File: src/rtl/sram_arb_pkg.sv
// Shared types and defaults for the IF/MEM single-port SRAM arbiter.
package sram_arb_pkg;

   localparam int DEF_ADDR_W = 32;
   localparam int DEF_DATA_W = 32;

   // Who owns the response returning from the SRAM next cycle
   typedef enum logic [1:0] {
      NONE = 2'd0,
      INST = 2'd1,
      DATA = 2'd2
   } owner_e;

endpackage

File: src/rtl/sram_arb_grant.sv
// Combinational grant selector: fixed data priority, or round-robin on
// contention when SRAM_ARB_RR_EN is defined.
module sram_arb_grant
   import sram_arb_pkg::*;
(
   input  logic   inst_req,
   input  logic   data_req,
   input  owner_e last_grant,
   output owner_e grant
);

`ifdef SRAM_ARB_RR_EN
   always_comb begin
      grant = NONE;
      if (inst_req && data_req) begin
         // Contention goes to whichever side lost the previous grant
         grant = (last_grant == DATA) ? INST : DATA;
      end else if (data_req) begin
         grant = DATA;
      end else if (inst_req) begin
         grant = INST;
      end
   end
`else
   logic unused_last_grant;
   assign unused_last_grant = ^last_grant;

   always_comb begin
      grant = NONE;
      if (data_req) begin
         grant = DATA;
      end else if (inst_req) begin
         grant = INST;
      end
   end
`endif

endmodule

File: src/rtl/sram_port_arbiter.sv
// Shares one single-port, 1-cycle-latency SRAM between fetch and data requesters.
// Build option SRAM_ARB_RR_EN selects round-robin arbitration on contention.
module sram_port_arbiter
   import sram_arb_pkg::*;
#(
   parameter int ADDR_W = DEF_ADDR_W,
   parameter int DATA_W = DEF_DATA_W
)
(
   input  logic                clk,
   input  logic                resetn,
   input  logic                inst_req,
   input  logic [ADDR_W-1:0]   inst_addr,
   input  logic                inst_cancel,
   output logic                inst_addr_ok,
   output logic                inst_data_ok,
   output logic [DATA_W-1:0]   inst_rdata,
   input  logic                data_req,
   input  logic                data_wr,
   input  logic [DATA_W/8-1:0] data_wstrb,
   input  logic [ADDR_W-1:0]   data_addr,
   input  logic [DATA_W-1:0]   data_wdata,
   output logic                data_addr_ok,
   output logic                data_data_ok,
   output logic [DATA_W-1:0]   data_rdata,
   output logic                sram_en,
   output logic [DATA_W/8-1:0] sram_we,
   output logic [ADDR_W-1:0]   sram_addr,
   output logic [DATA_W-1:0]   sram_wdata,
   input  logic [DATA_W-1:0]   sram_rdata
);

   localparam int STRB_W = DATA_W / 8;

   owner_e              pend_reg, pend_next;
   logic                drop_reg, drop_next;
   logic                ready_reg;
   owner_e              last_grant;
   owner_e              grant;
   logic                inst_req_gated;
   logic                data_req_gated;
   logic [STRB_W-1:0]   data_we;

   // Hold off grants while in reset and for the first cycle after it
   assign inst_req_gated = inst_req & resetn & ready_reg;
   assign data_req_gated = data_req & resetn & ready_reg;

   for (genvar gi = 0; gi < STRB_W; gi++) begin : g_we
      assign data_we[gi] = data_wr & data_wstrb[gi];
   end

   sram_arb_grant u_grant (
      .inst_req   (inst_req_gated),
      .data_req   (data_req_gated),
      .last_grant (last_grant),
      .grant      (grant)
   );

`ifdef SRAM_ARB_RR_EN
   owner_e last_grant_reg;

   always_ff @(posedge clk) begin
      if (!resetn) begin
         last_grant_reg <= INST;
      end else if (grant != NONE) begin
         last_grant_reg <= grant;
      end
   end

   assign last_grant = last_grant_reg;
`else
   assign last_grant = INST;
`endif

   always_ff @(posedge clk) begin
      if (!resetn) begin
         pend_reg  <= NONE;
         drop_reg  <= 1'b0;
         ready_reg <= 1'b0;
      end else begin
         pend_reg  <= pend_next;
         drop_reg  <= drop_next;
         ready_reg <= 1'b1;
      end
   end

   always_comb begin
      inst_addr_ok = 1'b0;
      data_addr_ok = 1'b0;
      inst_data_ok = 1'b0;
      inst_rdata   = '0;
      data_data_ok = 1'b0;
      data_rdata   = '0;
      sram_en      = 1'b0;
      sram_we      = '0;
      sram_addr    = '0;
      sram_wdata   = '0;
      pend_next    = grant;
      drop_next    = inst_cancel && (grant == INST);

      case (grant)
         INST: begin
            inst_addr_ok = 1'b1;
            sram_en      = 1'b1;
            sram_addr    = inst_addr;
         end
         DATA: begin
            data_addr_ok = 1'b1;
            sram_en      = 1'b1;
            sram_we      = data_we;
            sram_addr    = data_addr;
            sram_wdata   = data_wdata;
         end
         default: ;
      endcase

      // A late cancel suppresses the fetch response landing this cycle
      if (resetn) begin
         if (pend_reg == INST && !drop_reg && !inst_cancel) begin
            inst_data_ok = 1'b1;
            inst_rdata   = sram_rdata;
         end else if (pend_reg == DATA) begin
            data_data_ok = 1'b1;
            data_rdata   = sram_rdata;
         end
      end
   end

endmodule
File: config.mk
export PLATFORM = sky130hd
export DESIGN_NAME = sram_port_arbiter
export DESIGN_NICKNAME = d
export VERILOG_FILES = /design/src/rtl/sram_arb_pkg.sv /design/src/rtl/sram_arb_grant.sv /design/src/rtl/sram_port_arbiter.sv
export SDC_FILE = /design/constraint.sdc
export NUM_CORES = 1
export LEC_CHECK = 0
export CAP_MARGIN = 0
export CORE_AREA = 2 2 107 109
export DETAILED_ROUTE_END_ITERATION = 10
export DIE_AREA = 0 0 109 111
export GPL_ROUTABILITY_DRIVEN = 0
export GPL_TIMING_DRIVEN = 0
export PLACE_DENSITY_LB_ADDON = 0.3
export SLEW_MARGIN = 30
export SYNTH_ARGS = -nofsm -noshare
export SYNTH_HDL_FRONTEND = slang
export SYNTH_SLANG_ARGS = --single-unit
File: constraint.sdc
create_clock -name clk -period 1.9 [get_ports clk]
set_input_delay 0.285 -clock clk [delete_from_list [all_inputs] [get_ports clk]]
set_output_delay 0.285 -clock clk [all_outputs]
set_load 0.03 [all_outputs]
==> metrics, run 1 <==
drt drc=0; final period utilization=99.3%; Area after DPL=0.00457 mm2; non-filler cells in the finished layout=689; final std cell area, no fill=0.00475 mm2; Initial DRT Pass Iterations=4; root buf cell=clkbuf_16; max reg flops=2; Synth Cell Area=0.00165 mm2; Finished Core Util=42.9%; Slew headroom=77.0%; first-pass GRT wire length=15300 um; # Max-Cap Violations=0; standby leakage power=2.04 nW; CTS clk-pin slew, worst paths=0.03 ns; Die Span Y=111 um; Placed Cells=688; CTS max path bufs=2; DRT iter0 DRCs=144; I/O Buffers=273; min cycle time layout=1.89 ns; final hold viol count=0; fill cell count=1137; main area contributors after synthesis=and2_1, nor3_2, nand3b_1; Total Die Area=0.0121 mm2; htree depth=1; initial core utilization=14.9%; Core Footprint=0.0111 mm2; Setup WS pre-CTS=-1.15 ns; area share of the largest cell type after synthesis=24.2%; type of origin of the critical path=register; Worst VDD drop=141 uV; GRT Overall Usage=15.8%; Syn Area/Cell=6.08 um2; area grow syn2layout=187%; vias in the first global route=2971; number of I/O pins=275; HPWL Detailed=8410 um; crit-path cells=or4b_4, buf_6, nor3_2, buf_4; sequential element share of the synthesized area=4.84%; largest net degree at the start of global routing=11; initial antenna violation count=0; DIE WIDTH=109 um; CP endpoint kind=output port; Peak Freq=0.530 GHz; min setup slack post-route=0.0133 ns; Required @ worst endpoint=1.62 ns; Mapped Nets=410; ratio of cells with drive above 1 in the final layout=33.7%; CTS Buf Count=3; R2R Setup Slk=1.10 ns; max incr delay on CP=0.58 ns; Synth cell types=18; max-slew violation total from the final report=0; maximum fanout along the worst path=10; antenna cells=0; final setup fails=0; DR vias/cell=4.26; dominant cell type by area after synthesis=and2_1; antenna-violating nets left=0; Worst Tran Pin Value=0.346 ns; Hold/Removal Path Class=input pin to register; Seq cells post-synth=4; global route overflow=0; cell count after synthesis=272; row count=39; unrepaired setup endpoints after global routing=yes; CTS tree=yes; status=completed; Warnings, synthesis=0; Clock Latency Late Sink=0.22 ns; kind of critical path=register to output port; clock skew=0.00140 ns; final WL=10200 um; CTS Hold Bufs=0; Cell Pwr Density=242 mW/mm2; CTS Sinks=4; vias=2935; WL/cell=14.8 um; CP max stage cell=or4b_4; Worst Path Arrival=1.60 ns; fin nets=686
path summary, 6_finish.rpt:
path / from / end / cells after the start
setup / recovery: pend_reg[1] / inst_rdata[28] / 4
hold / removal: resetn / ready_reg / 1
setup reg to reg: ready_reg / drop_reg / 2
hold reg to reg: ready_reg / pend_reg[1] / 1
layout make-up:
cell class | instances | area (um2) | area share [%]
repair buffers | 273 | 2750 | 57.9
multi-input cells | 208 | 1370 | 28.8
well taps | 143 | 179 | 3.77
plain buffers | 26 | 178 | 3.74
inverters | 32 | 120 | 2.53
flip-flops and latches | 4 | 82.6 | 1.74
clock buffers | 3 | 75.1 | 1.58
what timing repair did:
action / in CTS / in global routing
endpoints found under the hold margin: 0 / 0
buffers inserted: 0 / 0
resized for setup: 521 / 18
setup endpoints to repair: 137 / 67
pin swaps: 1 / 0
through the flow:
stage / setup TNS, ns / hold slack, ns / power [W]
2_1_floorplan: 0 / 0.313 / 0.000378
3_3_place_gp: -112.01 / 0.540 / 0.000822
3_5_place_dp: -117.39 / 0.553 / 0.000831
4_1_cts: -0.731 / 0.399 / 0.00116
5_1_grt: -0.981 / 0.425 / 0.00121
6_report: 0 / 0.417 / 0.00115
power breakdown:
group | leakage (nW) | switching (W) | internal [W]
clock | 0.0370 | 0.0000559 | 0.000269
combinational | 1.97 | 0.000335 | 0.000397
sequential | 0.0333 | 0.00000262 | 0.0000880
cells in the final DEF (no fill, tap or decap):
| master | count |
|---|---|
| nor3_4 | 5 |
| a21oi_1 | 32 |
| nand2_1 | 33 |
| clkbuf_4 | 2 |
| nor3_1 | 3 |
| and3_1 | 5 |
| and3_4 | 1 |
| nor2_1 | 4 |
| buf_2 | 10 |
| clkbuf_8 | 1 |
| nor3b_1 | 1 |
| clkdlybuf4s18_2 | 1 |
| clkbuf_16 | 3 |
| and2_1 | 64 |
| and4b_1 | 2 |
| clkbuf_1 | 2 |
| clkdlybuf4s15_2 | 88 |
| nor3_2 | 23 |
| nand2_2 | 1 |
| or4b_4 | 1 |
| clkbuf_2 | 11 |
| clkdlybuf4s50_1 | 133 |
| and3b_2 | 1 |
| dlygate4sd2_1 | 17 |
| nand3b_1 | 32 |
| buf_4 | 26 |
| buf_12 | 2 |
| buf_6 | 6 |
| dfxtp_1 | 2 |
| dfxtp_2 | 2 |
| inv_1 | 32 |
synth_stat cells:
cell,count
nor3_1,3
nor3b_1,1
buf_1,3
and3_1,6
and2_1,64
nand3b_1,32
nor3_2,28
dfxtp_1,4
nor2_1,4
a21oi_1,32
and3b_1,1
or4b_1,1
nand2_1,34
and4b_1,2
buf_6,3
inv_1,32
clkbuf_1,19
buf_2,3
metal layers:
| layer | global-route usage [%] | share of wire [%] |
|---|---|---|
| met1 | 17.4 | 38 |
| met2 | 29.4 | 52 |
| met3 | 4.76 | 10 |
| met4 | 2.56 | 0.86 |
| met5 | 0 | 0 |
worst max-delay path, delay by kind of cell, from the launching register on:
family	cells	cell delay [ns]
buf+inv	2	0.37
simple gates	2	0.69
flops	1	0.31
kinds of logic after synthesis:
kind of cell           count (synthesis)  synth area share (%)
AND/OR/NAND/NOR                      176                  70.3
flip-flops                             4                  4.84
buffers and inverters                 60                  15.2
AO/OA/AOI/OAI                         32                  9.68
Power figures use the tool's default switching activity.
==> inputs of run 2 (changes only) <==
Settings changed: PLACE_DENSITY_LB_ADDON 0.3 to 0.12.
==> metrics, run 2 (synthesis results as in run 1) <==
status=complete, but fails checks; violated checks=negative setup slack; antenna-violating nets left=0; # Max-Cap Violations=0; standby leakage power=2.10 nW; max reg flops=2; final setup fails=27; type of origin of the critical path=register; internal power=0.000756 W; number of I/O pins=275; DIE WIDTH=109 um; GRT Overall Usage=14.5%; fin nets=688; CTS clk-pin slew, worst paths=0.03 ns; row count=39; min setup slack post-route=-0.0424 ns; Core Footprint=0.0111 mm2; Seq pwr share=7.8%; hold endpoint=drop_reg; Reg-to-Reg End=drop_reg; min cycle time layout=1.94 ns; P_sw=0.000400 W; root buf cell=clkbuf_16; initial antenna violation count=0; most frequent cells in the layout=clkdlybuf4s50_1, clkdlybuf4s15_2, and2_1; fill cell count=1133; htree depth=1; first-pass GRT wire length=14100 um; register area=80.1 um2; unrepaired setup endpoints after global routing=yes; worst r2r src=ready_reg; WL/cell=13.9 um; Total Die Area=0.0121 mm2; ratio of cells with drive above 1 in the final layout=33.4%; largest net degree at the start of global routing=11; final hold viol count=0; clock skew=0.00215 ns; final period utilization=102%; Worst Tran Pin Value=0.450 ns; Worst VDD drop=170 uV; maximum fanout along the worst path=7; CTS Hold Bufs=0; final std cell area, no fill=0.00489 mm2; R2R Setup Slk=1.09 ns; HPWL Detailed=8050 um; global route overflow=0; Initial DRT Pass Iterations=4; final WL=9610 um; Area after DPL=0.00457 mm2; antenna cells=0; CTS max path bufs=2; max-slew violation total from the final report=0; drt drc=0; area grow syn2layout=196%; commonest non-fill, non-tap cell in the layout=clkdlybuf4s50_1; CTS tree=yes; R2R cell count=2; DRT iter0 DRCs=82; CTS Buf Count=3; hold depth=2; TNS Setup=-0.542 ns; Hold/Removal Path Class=input pin to register; Die Span Y=111 um; Clock Latency Late Sink=0.22 ns; Multi-input gate area=0.00144 mm2; kind of critical path=register to output port; DR vias/cell=4.11; # Post-CTS Setup Buffers=0; Required @ worst endpoint=1.62 ns; combinational share of power=63.8%; Slew headroom=70.0%; Cell Pwr Density=236 mW/mm2; CP endpoint kind=output port; Setup WS pre-CTS=-0.991 ns; vias in the first global route=2785; Clk pwr share=28.4%; Switching Fraction=34.6%; vias=2843; Worst Path Arrival=1.66 ns; Worst Hold Launch=inst_cancel; Peak Freq=0.515 GHz; initial core utilization=14.9%; CTS Sinks=4; I/O Buffers=273; Power Total=0.00116 W
-- run 2: how the worst max path moves through the flow --
stage	start	to	slack [ns]	depth (start not counted)
after floorplan	pend_reg[1]	inst_rdata[0]	0.004	3
after global placement	resetn	sram_wdata[13]	-0.95	6
after detailed placement	data_req	sram_addr[8]	-0.99	6
after CTS	pend_reg[1]	inst_rdata[19]	-0.06	5
after global routing	drop_reg	inst_rdata[19]	-0.10	5
final	drop_reg	inst_rdata[19]	-0.04	5
-- run 2: final cells by class --
cell class	instances	area share [%]
Multi-Input combinational cell	208	29.5
Tap cell	143	3.66
Sequential cell	4	1.64
Timing Repair Buffer	274	57.2
Inverter	32	2.45
Clock buffer	3	1.53
Buffer	27	4.07
-- run 2: power groups by stage --
| stage | sequential [W] | combinational (W) | clock (W) |
|---|---|---|---|
| 2_1_floorplan | 0.0000900 | 0.000288 | 0 |
| 3_3_place_gp | 0.0000906 | 0.000729 | 0 |
| 3_5_place_dp | 0.0000907 | 0.000734 | 0 |
| 4_1_cts | 0.0000899 | 0.000726 | 0.000333 |
| 5_1_grt | 0.0000904 | 0.000788 | 0.000340 |
| 6_report | 0.0000899 | 0.000737 | 0.000329 |
-- run 2: repair_timing --
item / CTS / global route
cloned: 0 / 1
pin swaps: 1 / 2
endpoints found under the setup margin: 137 / 70
resized for setup: 534 / 44
-- run 2: worst max-delay path: stages (launching register included) --
cell     delay (ns)
dfxtp_1        0.28
or4b_1         0.52
buf_6          0.17
buf_12         0.14
nor3_4         0.16
buf_6          0.15
-- run 2: stage by stage --
step	hold WS, ns	utilization (%)	instances
6_report	0.385	44.2	691
5_1_grt	0.409	44.2	691
4_1_cts	0.395	42.7	690
3_5_place_dp	0.555	41.2	688
3_3_place_gp	0.547	41.2	688
2_1_floorplan	0.313	-	272
-- run 2: layer usage --
metal,global-route usage [%],vias to the layer above,wire (um)
met5,0,-,0
met4,1.28,0,84
met3,6.70,8,1250
met2,28.4,164,5000
met1,13.9,1243,3280
li1,-,1428,-
